`config.mk`:
```
export PLATFORM = sky130hd
export DESIGN_NAME = fc_batch_sequencer_flat
export DESIGN_NICKNAME = d
export VERILOG_FILES = /design/src/rtl/fc_batch_sequencer_if.sv /design/src/rtl/fc_batch_sequencer.sv /design/src/flat_wrapper.sv
export SDC_FILE = /design/constraint.sdc
export NUM_CORES = 1
export LEC_CHECK = 0
export BUFFER_PORTS_ARGS = -buffer_cell sky130_fd_sc_hd__buf_4
export CAP_MARGIN = 20
export CORE_UTILIZATION = 25
export DETAILED_ROUTE_END_ITERATION = 16
export PLACE_DENSITY = 0.46
export SLEW_MARGIN = 20
export SYNTH_ARGS = -nofsm -noshare
export SYNTH_HDL_FRONTEND = slang
export SYNTH_SLANG_ARGS = --single-unit
export TNS_END_PERCENT = 50
```
`constraint.sdc`:
```
create_clock -name clk -period 4.3 [get_ports clk]
set_clock_uncertainty 0.1 [all_clocks]
set_input_delay 0.43 -clock clk [delete_from_list [all_inputs] [get_ports clk]]
set_output_delay 0.43 -clock clk [all_outputs]
set_load 0.005 [all_outputs]
```
`src/rtl/fc_batch_sequencer_if.sv`:
```
// ---------------------------------------------------------------------------
// fc_batch_sequencer_if
//   Bundles the host-side load/run/readback signals and the fc_layer-side
//   signals of fc_batch_sequencer into one interface.
//
//   Modports
//     slave  : the sequencer's view (drives ld_ready, busy, batch_done, err,
//              fc_start, fc_data_in, rd_data).
//     master : the environment's view (host/DMA plus the fc_layer engine).
//
//   Handshake semantics: a load byte transfers on a cycle where
//   ld_valid && ld_ready.  ld_valid may be raised at any time and carries no
//   obligation to hold.  A run pulse is accepted only while ld_ready is high
//   (sequencer idle); pulses seen at any other time are dropped.
// ---------------------------------------------------------------------------
interface fc_batch_sequencer_if #(
    parameter int NUM_NEURONS = 10,
    parameter int MAX_CASES   = 8
);
    localparam int CW = $clog2(MAX_CASES + 1);
    localparam int RW = $clog2(MAX_CASES * NUM_NEURONS);

    // host load / control
    logic                 ld_valid;
    logic signed [7:0]    ld_data;
    logic                 ld_ready;
    logic                 run;
    logic [CW-1:0]        num_cases;
    logic                 busy;
    logic                 batch_done;
    logic                 err;
    // fc_layer side
    logic                 fc_start;
    logic signed [7:0]    fc_data_in;
    logic                 fc_input_req;
    logic                 fc_out_valid;
    logic signed [7:0]    fc_data_out;
    logic                 fc_done;
    // result readback
    logic [RW-1:0]        rd_addr;
    logic signed [7:0]    rd_data;

    modport slave (
        input  ld_valid, ld_data, run, num_cases,
        input  fc_input_req, fc_out_valid, fc_data_out, fc_done, rd_addr,
        output ld_ready, busy, batch_done, err, fc_start, fc_data_in, rd_data
    );

    modport master (
        output ld_valid, ld_data, run, num_cases,
        output fc_input_req, fc_out_valid, fc_data_out, fc_done, rd_addr,
        input  ld_ready, busy, batch_done, err, fc_start, fc_data_in, rd_data
    );
endinterface

```
`src/rtl/fc_batch_sequencer.sv`:
```
// ---------------------------------------------------------------------------
// fc_batch_sequencer
//   Runs the fc_layer engine once per input vector of a batch.  The host
//   fills an input buffer while idle; a run pulse then starts one fc_layer
//   pass per vector, feeds that vector repeatedly on fc_input_req, and
//   stores every fc_out_valid byte in a result buffer readable at any time.
//
//   Ports
//     clk       : clock, rising edge
//     rst       : synchronous active-high reset
//     bus       : fc_batch_sequencer_if.slave (load, run, fc_layer, readback)
//     dbg_state : current FSM state (IDLE=0 START=1 RUN=2 GAP=3 FIN=4)
// ---------------------------------------------------------------------------
module fc_batch_sequencer #(
    parameter int NUM_NEURONS = 10,
    parameter int NUM_INPUTS  = 4,
    parameter int MAX_CASES   = 8,
    parameter int GAP_CYCLES  = 2
) (
    input  logic                clk,
    input  logic                rst,
    fc_batch_sequencer_if.slave bus,
    output logic [2:0]          dbg_state
);
    localparam int IN_DEPTH  = MAX_CASES * NUM_INPUTS;
    localparam int RES_DEPTH = MAX_CASES * NUM_NEURONS;
    localparam int CW = $clog2(MAX_CASES + 1);
    localparam int RW = $clog2(RES_DEPTH);
    localparam int IW = $clog2(IN_DEPTH);
    localparam int PW = $clog2(NUM_INPUTS + 1);
    localparam int OW = $clog2(NUM_NEURONS + 1);
    localparam int GW = $clog2(GAP_CYCLES + 1);

    localparam logic [CW-1:0] MAX_C    = CW'(MAX_CASES);
    localparam logic [IW-1:0] LD_LAST  = IW'(IN_DEPTH - 1);
    localparam logic [PW-1:0] IN_LAST  = PW'(NUM_INPUTS - 1);
    localparam logic [OW-1:0] NN_C     = OW'(NUM_NEURONS);
    localparam logic [GW-1:0] GAP_LAST = GW'(GAP_CYCLES - 1);

    typedef enum logic [2:0] {
        S_IDLE  = 3'd0,
        S_START = 3'd1,
        S_RUN   = 3'd2,
        S_GAP   = 3'd3,
        S_FIN   = 3'd4
    } state_t;

    state_t state, state_nx;

    logic signed [7:0] in_buf  [IN_DEPTH];
    logic signed [7:0] res_buf [RES_DEPTH];

    logic [CW-1:0] n_q;
    logic [CW-1:0] case_idx;
    logic [IW-1:0] ld_ptr;
    logic [PW-1:0] in_ptr;
    logic [OW-1:0] out_cnt;
    logic [GW-1:0] gap_cnt;
    logic          busy_q, batch_done_q, err_q, fc_start_q;
    logic signed [7:0] fc_data_in_q, rd_data_q;

    logic          run_acc, ld_acc, cap_ok, drop, count_bad, rd_in_range;
    logic [OW-1:0] out_cnt_nx;
    logic [CW-1:0] case_nx;
    logic [IW-1:0] in_addr;
    logic [RW-1:0] res_addr;

    assign run_acc  = (state == S_IDLE) && bus.run;
    assign ld_acc   = (state == S_IDLE) && bus.ld_valid;
    assign cap_ok   = bus.fc_out_valid && (state == S_RUN) && (out_cnt < NN_C);
    // Any result byte that cannot be stored is a protocol error.
    assign drop     = bus.fc_out_valid && !cap_ok;
    // Same-cycle capture is counted before the end-of-pass check.
    assign out_cnt_nx = out_cnt + {{(OW-1){1'b0}}, cap_ok};
    assign count_bad  = (state == S_RUN) && bus.fc_done && (out_cnt_nx != NN_C);
    assign case_nx  = case_idx + 1'b1;
    assign in_addr  = IW'(32'(case_idx) * 32'(NUM_INPUTS) + 32'(in_ptr));
    assign res_addr = RW'(32'(case_idx) * 32'(NUM_NEURONS) + 32'(out_cnt));
    assign rd_in_range = 32'(bus.rd_addr) < 32'(RES_DEPTH);

    always_comb begin
        state_nx = state;
        case (state)
            S_IDLE:  if (bus.run) state_nx = (bus.num_cases == '0) ? S_FIN : S_START;
            S_START: state_nx = S_RUN;
            S_RUN:   if (bus.fc_done) state_nx = S_GAP;
            S_GAP:   if (gap_cnt == GAP_LAST) state_nx = (case_nx == n_q) ? S_FIN : S_START;
            S_FIN:   state_nx = S_IDLE;
            default: state_nx = S_IDLE;
        endcase
    end

    always_ff @(posedge clk) begin
        if (rst) begin
            state        <= S_IDLE;
            n_q          <= '0;
            case_idx     <= '0;
            ld_ptr       <= '0;
            in_ptr       <= '0;
            out_cnt      <= '0;
            gap_cnt      <= '0;
            busy_q       <= 1'b0;
            batch_done_q <= 1'b0;
            err_q        <= 1'b0;
            fc_start_q   <= 1'b0;
            fc_data_in_q <= '0;
            rd_data_q    <= '0;
        end else begin
            state <= state_nx;
            // Registered from next state so the pulse coincides with START.
            fc_start_q   <= (state_nx == S_START);
            // Done pulse lands as FIN hands back to IDLE, together with busy=0.
            batch_done_q <= (state == S_FIN);

            if (run_acc) begin
                n_q      <= (bus.num_cases > MAX_C) ? MAX_C : bus.num_cases;
                case_idx <= '0;
                ld_ptr   <= '0;
                busy_q   <= 1'b1;
            end else if (ld_acc) begin
                ld_ptr <= (ld_ptr == LD_LAST) ? '0 : ld_ptr + 1'b1;
            end

            if (state == S_FIN) busy_q <= 1'b0;

            if (state == S_START) begin
                in_ptr  <= '0;
                out_cnt <= '0;
            end

            if ((state == S_RUN) && bus.fc_input_req) begin
                fc_data_in_q <= in_buf[in_addr];
                in_ptr       <= (in_ptr == IN_LAST) ? '0 : in_ptr + 1'b1;
            end

            if (cap_ok) out_cnt <= out_cnt_nx;

            if ((state == S_RUN) && bus.fc_done) gap_cnt <= '0;
            if (state == S_GAP) begin
                gap_cnt <= gap_cnt + 1'b1;
                if (gap_cnt == GAP_LAST) case_idx <= case_nx;
            end

            if (run_acc) err_q <= 1'b0;
            if (drop || count_bad) err_q <= 1'b1;

            rd_data_q <= rd_in_range ? res_buf[bus.rd_addr] : '0;
        end
    end

    // Buffer storage is deliberately left out of reset.
    always_ff @(posedge clk) begin
        if (ld_acc) in_buf[ld_ptr] <= bus.ld_data;
        if (cap_ok) res_buf[res_addr] <= bus.fc_data_out;
    end

    assign bus.ld_ready   = (state == S_IDLE);
    assign bus.busy       = busy_q;
    assign bus.batch_done = batch_done_q;
    assign bus.err        = err_q;
    assign bus.fc_start   = fc_start_q;
    assign bus.fc_data_in = fc_data_in_q;
    assign bus.rd_data    = rd_data_q;
    assign dbg_state      = state;
endmodule

```
`src/flat_wrapper.sv`:
```
// flat-port wrapper written by rule: the top's interface ports become plain ports
module fc_batch_sequencer_flat 
#(
    parameter int NUM_NEURONS = 10,
    parameter int NUM_INPUTS  = 4,
    parameter int MAX_CASES   = 8,
    parameter int GAP_CYCLES  = 2
)
  (clk, rst, dbg_state, bus_ld_valid, bus_ld_data, bus_run, bus_num_cases, bus_fc_input_req, bus_fc_out_valid, bus_fc_data_out, bus_fc_done, bus_rd_addr, bus_ld_ready, bus_busy, bus_batch_done, bus_err, bus_fc_start, bus_fc_data_in, bus_rd_data);
  fc_batch_sequencer_if #(.NUM_NEURONS(NUM_NEURONS), .MAX_CASES(MAX_CASES)) bus_i ();
  input  logic clk;
  input  logic rst;
  output logic [2:0] dbg_state;
  input wire logic [$bits(bus_i.ld_valid)-1:0] bus_ld_valid;
  input wire logic [$bits(bus_i.ld_data)-1:0] bus_ld_data;
  input wire logic [$bits(bus_i.run)-1:0] bus_run;
  input wire logic [$bits(bus_i.num_cases)-1:0] bus_num_cases;
  input wire logic [$bits(bus_i.fc_input_req)-1:0] bus_fc_input_req;
  input wire logic [$bits(bus_i.fc_out_valid)-1:0] bus_fc_out_valid;
  input wire logic [$bits(bus_i.fc_data_out)-1:0] bus_fc_data_out;
  input wire logic [$bits(bus_i.fc_done)-1:0] bus_fc_done;
  input wire logic [$bits(bus_i.rd_addr)-1:0] bus_rd_addr;
  output wire logic [$bits(bus_i.ld_ready)-1:0] bus_ld_ready;
  output wire logic [$bits(bus_i.busy)-1:0] bus_busy;
  output wire logic [$bits(bus_i.batch_done)-1:0] bus_batch_done;
  output wire logic [$bits(bus_i.err)-1:0] bus_err;
  output wire logic [$bits(bus_i.fc_start)-1:0] bus_fc_start;
  output wire logic [$bits(bus_i.fc_data_in)-1:0] bus_fc_data_in;
  output wire logic [$bits(bus_i.rd_data)-1:0] bus_rd_data;
  assign bus_i.ld_valid = bus_ld_valid;
  assign bus_i.ld_data = bus_ld_data;
  assign bus_i.run = bus_run;
  assign bus_i.num_cases = bus_num_cases;
  assign bus_i.fc_input_req = bus_fc_input_req;
  assign bus_i.fc_out_valid = bus_fc_out_valid;
  assign bus_i.fc_data_out = bus_fc_data_out;
  assign bus_i.fc_done = bus_fc_done;
  assign bus_i.rd_addr = bus_rd_addr;
  assign bus_ld_ready = bus_i.ld_ready;
  assign bus_busy = bus_i.busy;
  assign bus_batch_done = bus_i.batch_done;
  assign bus_err = bus_i.err;
  assign bus_fc_start = bus_i.fc_start;
  assign bus_fc_data_in = bus_i.fc_data_in;
  assign bus_rd_data = bus_i.rd_data;
  fc_batch_sequencer #(.NUM_NEURONS(NUM_NEURONS), .NUM_INPUTS(NUM_INPUTS), .MAX_CASES(MAX_CASES), .GAP_CYCLES(GAP_CYCLES)) u_core (.clk(clk), .rst(rst), .bus(bus_i), .dbg_state(dbg_state));
endmodule
```
======== After elaboration in Yosys (flattened, before gate mapping) ========
Memory sizes are Yosys's and may differ from the RTL's. A register that Yosys moved wholly into a read port is not among the register bits.
Cells that the tools add are included.
word-level totals
  RAM bits ................................ 896
  register bits after elaboration ......... 29
  word-level logic and storage cells ...... 78
  memories kept ........................... 2
  output and inout bits ................... 24
  input port bits ......................... 34
memory list
  memory          words  bits a word  rd ports  clocked after Yosys merged registers in  write ports  RTL line                  source
  u_core.res_buf  80     8            1         1                                        1            fc_batch_sequencer.sv:51  logic signed [7:0] res_buf [RES_DEPTH];
  u_core.in_buf   32     8            1         1                                        1            fc_batch_sequencer.sv:50  logic signed [7:0] in_buf [IN_DEPTH];
operators by class
  multiply operators ...................... 1
  $lt $le $gt $ge ......................... 3
  mux-type cells .......................... 24
  reduce and logical (&&, ||, !) cells .... 19
  add/sub/neg operators ................... 7
  equal/unequal tests ..................... 10
  bitwise logic cells ..................... 1
operators with widths
  cell                 number
  $mux 3               8
  $mux 4               6
  $pmux 3 s4           1
  $eq 3x2->1 const B   3
  $logic_and 1x1->1    8
  $reduce_bool 2->1    4
  $add 7x4->7          1
  $lt 7x7->1 const B   1
  $eq 3x1->1 const B   2
  $mul 4x3->6 const B  1
  $mux 1               6
  $reduce_or 2->1      3
  $add 5x1->5 const B  1
  $add 5x3->5          1
  $eq 5x5->1 const B   1
  $mux 5               1
  $add 4x1->4          1
  $add 4x1->4 const B  1
  $eq 4x4->1           1
  $gt 4x4->1 const B   1
  $logic_not 4->1      1
  $lt 4x4->1 const B   1
  $mux 2               2
  $ne 4x4->1 const B   1
  8 further kinds      8

======== Depth between registers and ports, before layout ========
Gate-level depths: netlist of run 1.
  word-level depth ........................ 8
  depth in mapped cells ................... 10
  gate-level depth less buffers ........... 9

======== Worst setup path before layout of run 1 ========
OpenSTA, ideal clock, no wires.
  path type ............................... register -> register
  start point ............................. register u_core.case_idx[1]
  end point ............................... memory u_core.res_buf[31][0] (enable)
  clock period less this slack ............ 3.161 ns
  cell stages (with the launch flop) ...... 10
  path slack .............................. 1.139 ns
  path buffers ............................ 1
  setup time .............................. 0.371 ns
  required time ........................... 3.829 ns
  arrival ................................. 2.690 ns
  cell sequence ........................... dfxtp_1 ha_1 ha_1 inv_1 fa_1 nor2b_1 and3_1 clkbuf_1 o2111ai_1 nor2_1
on the way
  longest elaborated chain between the ends .. 2
ends and longest elaborated chain
  item                    RTL line                   source
  from (decl)             fc_batch_sequencer.sv:54   logic [CW-1:0] case_idx;
  from (signal assigned)  fc_batch_sequencer.sv:141  if (gap_cnt == GAP_LAST) case_idx <= case_nx;
  $mul 4x3->6             fc_batch_sequencer.sv:78   assign res_addr = RW'(32'(case_idx) * 32'(NUM_NEURONS) + 32'(out_cnt));
  $add 7x4->7             fc_batch_sequencer.sv:78
  to (decl)               fc_batch_sequencer.sv:51
Every way passes these cells.

======== Final worst setup path of run 1 ========
  start point ............................. register u_core.case_idx[3]
  end point ............................... memory u_core.res_buf[53][3] (enable)
The elaborated chain is that of the path after synthesis.

==> results.cfg, run 1 <==
[power_and_ir_drop]
max-vdd-ir-drop_mv = 0.297
p_leak_nw = 13.3
power_density_nw_per_um2 = 442

[yosys]
ys_ff_latch = 941
synth_edf_count = 896
yosys_warnings = 0
syn_inst = 1771
synth_flop_cell = edfxtp_1
synth_top_area_share_pct = 73.3
yosysUniqueCellTypes = 53
syn_area_um2 = 36700
synth-compound-area-share_pct = 2.37
synthesis.nets = 1826
synth_top_family_by_area = multiplexers
synth_area_per_cell_um2 = 20.7
yosysTopAreaCell = edfxtp_1
synthMuxAreaShare_pct = 15.8
yosys.area_share.simple_pct = 3.66
synth_adder_area_share_pct = 0.756
async_flop_share_pct = 0
yosysSeqAreaShare_pct = 75.7
synthXorXnorAreaFrac_pct = 0.456
synthTopCellsByArea = edfxtp_1, mux4_2, dfxtp_1

[worst_setup_path]
crit_path_max_fanout = 8
r2r_end = u_core.res_buf[53][3]
r2r_slack_ns = 0.81
worstReg2RegStart = u_core.case_idx[3]
reg2reg_depth = 10
end_kind = flip-flop
path_class = flip-flop to flip-flop
crit_required_ns = 4.58
startpoint_type = flip-flop
cp.arrival_ns = 3.77

[cts]
htree_levels = 3
cts_tree = built
worstSkewPairLatency_ns = 0.70
clock_sinks = 941
cts_buffers = 96
clock_path_buffers = 3
cts_root_buf = clkbuf_16
path_clk_slew_ns = 0.06
cts_resized = 0

[die]
core_area_um2 = 146000
die-area_um2 = 148000
pin_count = 58
die_w_um = 385
die_h_um = 385
rows = 140
start_util_pct = 25.2

[drt]
drc = 0
dr_wl_met3_um = 4860
wl_per_cell_um = 24.0
highest_layer = met5
postRouteAntennaNets = 0
wl_met1_um = 43100
first_pass_iters = 5
vias = 18100
totalWireLength_um = 95300
drt_iter0_drc = 1489
dr_wl_met2_um = 45400
vias_per_cell = 4.56

[placed_design]
dpl.hpwl_um = 59900
io_buffers = 57
gp_congestion = 0.782

[sta]
hold_viol_final = 0
holdWs_ns = 0.0703
min_period_ns = 3.49
rsz0062_at_grt = no
relSlewSlack_pct = 28.8
fmax_mhz = 286
setup_viol = 0
finalSetupTns_ns = 0
finalCritPeriodShare_pct = 81.3
tightestPinTransition_ns = 1.05
report.final.slew_viol_count = 0

[final_layout]
n_antenna_cell = 0
syn2layout_area_growth_pct = 17.9
drive_above_1_share_pct = 28.2
nets = 2035

[grt]
grt_max_degree = 67
grt_pass1_wl_um = 138000
overflow = 0
grtUsageTotal_pct = 12.9
antenna_found_initial = 4
grt_pass1_vias = 18700

[run_status]
status = complete, no violations

[min_path]
hold_class = input pin to flip-flop
min-delay-start = bus_ld_valid
hold_path_depth = 4
hold_end = u_core.ld_ptr[1]

[job]
cap_violations = 0
-- power by group --
group | switching [mW] | internal, mW
logic | 0.554 | 0.333
registers | 0.0336 | 10.1
clock network | 3.57 | 4.58
-- per-stage QoR --
stage               worst slack [ns]  utilization [%]  total power [mW]  cell area [um2]  std cells
detailed placement             0.654             27.6              11.2            40200       3792
global route                   0.547             29.7              19.7            43300       3975
floorplan                       1.14                -              10.7            36700       1771
finish                         0.806             29.7              19.1            43300       3975
CTS                            0.644             29.7              19.4            43300       3975
global placement               0.741             27.6              11.2            40200       3792
-- worst max-delay path by stage --
stage | slack, ns | from | end | cells past startpoint
finish | 0.81 | u_core.case_idx[3] | u_core.res_buf[53][3] | 10
global route | 0.55 | u_core.case_idx[3] | u_core.res_buf[10][7] | 9
CTS | 0.64 | u_core.case_idx[3] | u_core.res_buf[29][6] | 10
detailed placement | 0.65 | u_core.case_idx[3] | u_core.res_buf[29][3] | 10
global placement | 0.74 | u_core.case_idx[3] | u_core.res_buf[28][7] | 10
floorplan | 1.14 | u_core.case_idx[1] | u_core.res_buf[31][0] | 9
-- layout make-up --
cell class                 count  area [um2]
inverter                      16        60.1
clock inverter                58         508
fill                       14300      102000
tap                         1917        2400
sequential                   941       27800
multi-input combinational    730        8460
clock buffer                 118        2510
timing repair buffer         195        1540
-- kinds of logic (layout without fill, tap and decap cells) --
group,after synthesis,after routing
flip-flops,941,941
AO/OA/AOI/OAI,131,131
adder cells (fa/ha/maj),21,21
AND/OR/NAND/NOR,294,294
XOR/XNOR,16,16
buffers and inverters,100,387
multiplexers,268,268
-- cell usage after synthesis (16+ instances only) --
| cell | instances |
|---|---|
| nand2_1 | 39 |
| clkbuf_1 | 40 |
| nand3_1 | 16 |
| buf_2 | 19 |
| nor3_1 | 24 |
| ha_1 | 19 |
| dfxtp_1 | 45 |
| edfxtp_1 | 896 |
| a21oi_1 | 26 |
| nor2_1 | 154 |
| mux2i_1 | 18 |
| mux4_2 | 248 |
| o22ai_1 | 26 |
-- state kept, by name, summed over array words and instances (netlist names), 4 cells and up --
signal,flops
u_core.bus.fc_data_in,8
u_core.bus.rd_data,8
u_core.case_idx,4
u_core.in_buf,256
u_core.ld_ptr,5
u_core.n_q,4
u_core.out_cnt,4
u_core.res_buf,640
-- worst max-delay path, cell delays in order (launching register included) --
cell,delay [ns]
dfxtp_1,0.50
ha_1,0.30
ha_1,0.19
inv_1,0.07
fa_1,0.48
nor2b_1,0.23
and3_1,0.36
o2111ai_1,0.36
buf_4,0.31
nor2_1,0.10
buf_4,0.20
-- cells in the final DEF (no fill, tap or decap), types with 15 or more instances in the layout --
cell and count:
clkbuf_1 19, clkinv_2 17, inv_1 15, mux2i_1 18, nand3_1 16, mux4_2 248, nand2_1 39, clkbuf_16 96
dfxtp_1 43, ha_1 19, a21oi_1 26, clkinv_1 23, edfxtp_1 896, nor2_1 154, o22ai_1 26, buf_4 182
nor3_1 24
-- what timing repair did --
action / CTS / global route
hold buffers: 7 / 0
buffers inserted: 0 / 0
hold endpoints to repair: 7 / 0
-- routing by layer --
layer	GRT usage [%]	vias to the layer above
li1	-	7782
met1	17.9	9674
met2	20.8	535
met3	2.27	118
met4	3.28	2
met5	0	-
Note: power is estimated with default switching activity, not from simulation.
==> inputs of run 2 (changes only) <==
- ABC_AREA: default -> 1
- clock period: 4.3 -> 3.7 ns (I/O delays scaled with it)
==> results.cfg, run 2 <==
[run_status]
status = complete, no violations

[drt]
postRouteAntennaNets = 0
vias_per_cell = 4.44
first_pass_iters = 5
totalWireLength_um = 113000
vias = 25700
drc = 0
wl_per_cell_um = 19.5
drt_iter0_drc = 1891

[power_and_ir_drop]
p_leak_nw = 16.7
switching_share_pct = 23.2
p_total_mw = 23.0
p_seq_share_pct = 51.0
p_int_mw = 17.6
max-vdd-ir-drop_mv = 0.410
comb_power_share_pct = 6.0
p_sw_mw = 5.33
clkPwrFrac_pct = 43.0
power_density_nw_per_um2 = 499

[yosys]
ys_ff_latch = 941
synth_top_family_by_area = simple AND/OR/NAND/NOR gates
synth_adder_area_share_pct = 0.711
yosysTopAreaCell = edfxtp_1
yosysSeqAreaShare_pct = 71.1
synth_common_cells = nand2_1, edfxtp_1, nand3_1
async_flop_share_pct = 0
synthMuxAreaShare_pct = 0
syn_inst = 3512
synthTopCellsByArea = edfxtp_1, nand2_1, nand3_1
yosys_warnings = 0
synth_most_common_cell = nand2_1
synth_area_per_cell_um2 = 11.1
synth_edf_count = 896
yosysUniqueCellTypes = 39
synth_flop_cell = edfxtp_1
synthXorXnorAreaFrac_pct = 0.266
yosys.area_share.simple_pct = 21.1
synthesis.nets = 3567
synth_top_area_share_pct = 68.8
syn_area_um2 = 39100
synth-compound-area-share_pct = 2.85

[die]
core_area_um2 = 155000
rows = 144
start_util_pct = 25.3
die-area_um2 = 158000
die_w_um = 397
pin_count = 58
die_h_um = 397

[cts]
worstSkewPairLatency_ns = 0.69
htree_levels = 3
cts_tree = built
cts_root_buf = clkbuf_16
cts_buffers = 99
clock_path_buffers = 3
cts_resized = 0
clock_sinks = 941
path_clk_slew_ns = 0.06

[min_path]
min-delay-start = bus_ld_data[4]
hold_path_depth = 1
hold_class = input pin to flip-flop

[final_layout]
final_cell_mix = nand2_1, edfxtp_1, nand3_1
largestRegisters = u_core.res_buf: 640 flops, u_core.in_buf: 256 flops
largest_reg_flops = 640
top_register = u_core.res_buf
final_common_cell = nand2_1
syn2layout_area_growth_pct = 17.8
nets = 3712
drive_above_1_share_pct = 10.6

[worst_setup_path]
crit_path_max_fanout = 8
cp.arrival_ns = 3.45
startpoint_type = flip-flop
worstReg2RegStart = u_core.case_idx[3]
path_class = flip-flop to flip-flop
crit_required_ns = 4.01
end_kind = flip-flop
reg2reg_depth = 11
worstSetupStartpoint = u_core.case_idx[3]

[grt]
grt_pass1_vias = 25700
antenna_found_initial = 1
overflow = 0
grt_max_degree = 147
grt_pass1_wl_um = 168000
grtUsageTotal_pct = 14.2

[placed_design]
dpl.hpwl_um = 67200
gp_congestion = 0.824
io_buffers = 57

[sta]
setup_viol = 0
finalSetupTns_ns = 0
report.final.slew_viol_count = 0
hold_viol_final = 0
rsz0062_at_grt = no
tightestPinTransition_ns = 0.982
min_period_ns = 3.14
fmax_mhz = 318
finalCritPeriodShare_pct = 84.9
relSlewSlack_pct = 34.5

[job]
cap_violations = 0
-- run 2: changes by cell type in the layout (fill, tap and decap cells not counted), moves of 93 or more --
cell,delta
mux4_2,-248
o21ai_0,+93
inv_1,+158
nand3_1,+571
nor2_1,+150
nand2_1,+999
-- run 2: path summary, 6_finish.rpt --
path                                         endpoint  slack [ns]
worst max-delay path            u_core.res_buf[18][7]        0.56
worst min-delay path             u_core.in_buf[30][4]        0.04
worst max register to register  u_core.res_buf[18][7]        0.56
worst min register to register      u_core.gap_cnt[1]        0.36
-- run 2: final cells by class --
cell class	instances	area [um2]
multi-input cells	2198	9730
diodes	1	2.50
flip-flops and latches	941	27800
clock inverters	67	607
clock buffers	115	2620
inverters	182	697
well taps	2044	2560
fillers	16000	109000
repair buffers	235	2020
-- run 2: metal layers --
| metal | global-route usage [%] | up-vias | routed length [um] |
|---|---|---|---|
| met5 | 0 | - | 14 |
| met4 | 3.11 | 2 | 2060 |
| met3 | 2.13 | 134 | 4940 |
| met2 | 23.8 | 577 | 54200 |
| met1 | 19.3 | 12600 | 51600 |
| li1 | - | 12400 | - |
-- run 2: logic make-up (layout without fill, tap and decap cells) --
logic type | count (synthesis) | count (layout)
and+or+nand+nor | 1968 | 1968
DFF | 941 | 941
buffers and inverters | 373 | 599
AOI/OAI and AO/OA | 198 | 198
adders and majority gates | 21 | 21
xor gates and xnor gates | 11 | 11
other | 0 | 1
-- run 2: repair_timing --
item	in CTS	in global routing
setup buffers	0	0
endpoints found under the hold margin	30	0
hold buffers	15	0
endpoints found under the setup margin	0	0
-- run 2: per-stage QoR --
step	std cells	worst slack (ns)	cell area [um2]	util, %	hold slack (ns)
final	5783	0.558	46000	29.8	0.0384
after detailed placement	5585	0.535	42700	27.6	0.352
after global placement	5585	0.528	42700	27.6	0.349
after CTS	5782	0.550	46000	29.8	0.0109
after floorplan	3512	0.703	39100	-	0.339
after global routing	5782	0.379	46000	29.8	0.0211
-- run 2: power by group through the flow --
| stage | sequential [mW] | combinational, mW | clock [mW] |
|---|---|---|---|
| finish | 11.7 | 1.38 | 9.88 |
| global route | 11.7 | 1.52 | 10.5 |
| CTS | 11.7 | 1.40 | 10.1 |
| detailed placement | 12.0 | 1.38 | 0 |
| global placement | 12.0 | 1.39 | 0 |
| floorplan | 11.9 | 0.703 | 0 |
-- run 2: worst max-delay path, cell delays in order (launching register included) --
cell,delay [ns]
dfxtp_1,0.40
ha_1,0.26
ha_1,0.17
inv_1,0.07
fa_1,0.45
nor2_1,0.19
xor2_2,0.24
buf_4,0.20
nand4_1,0.10
buf_4,0.21
nor2_1,0.26
buf_4,0.21
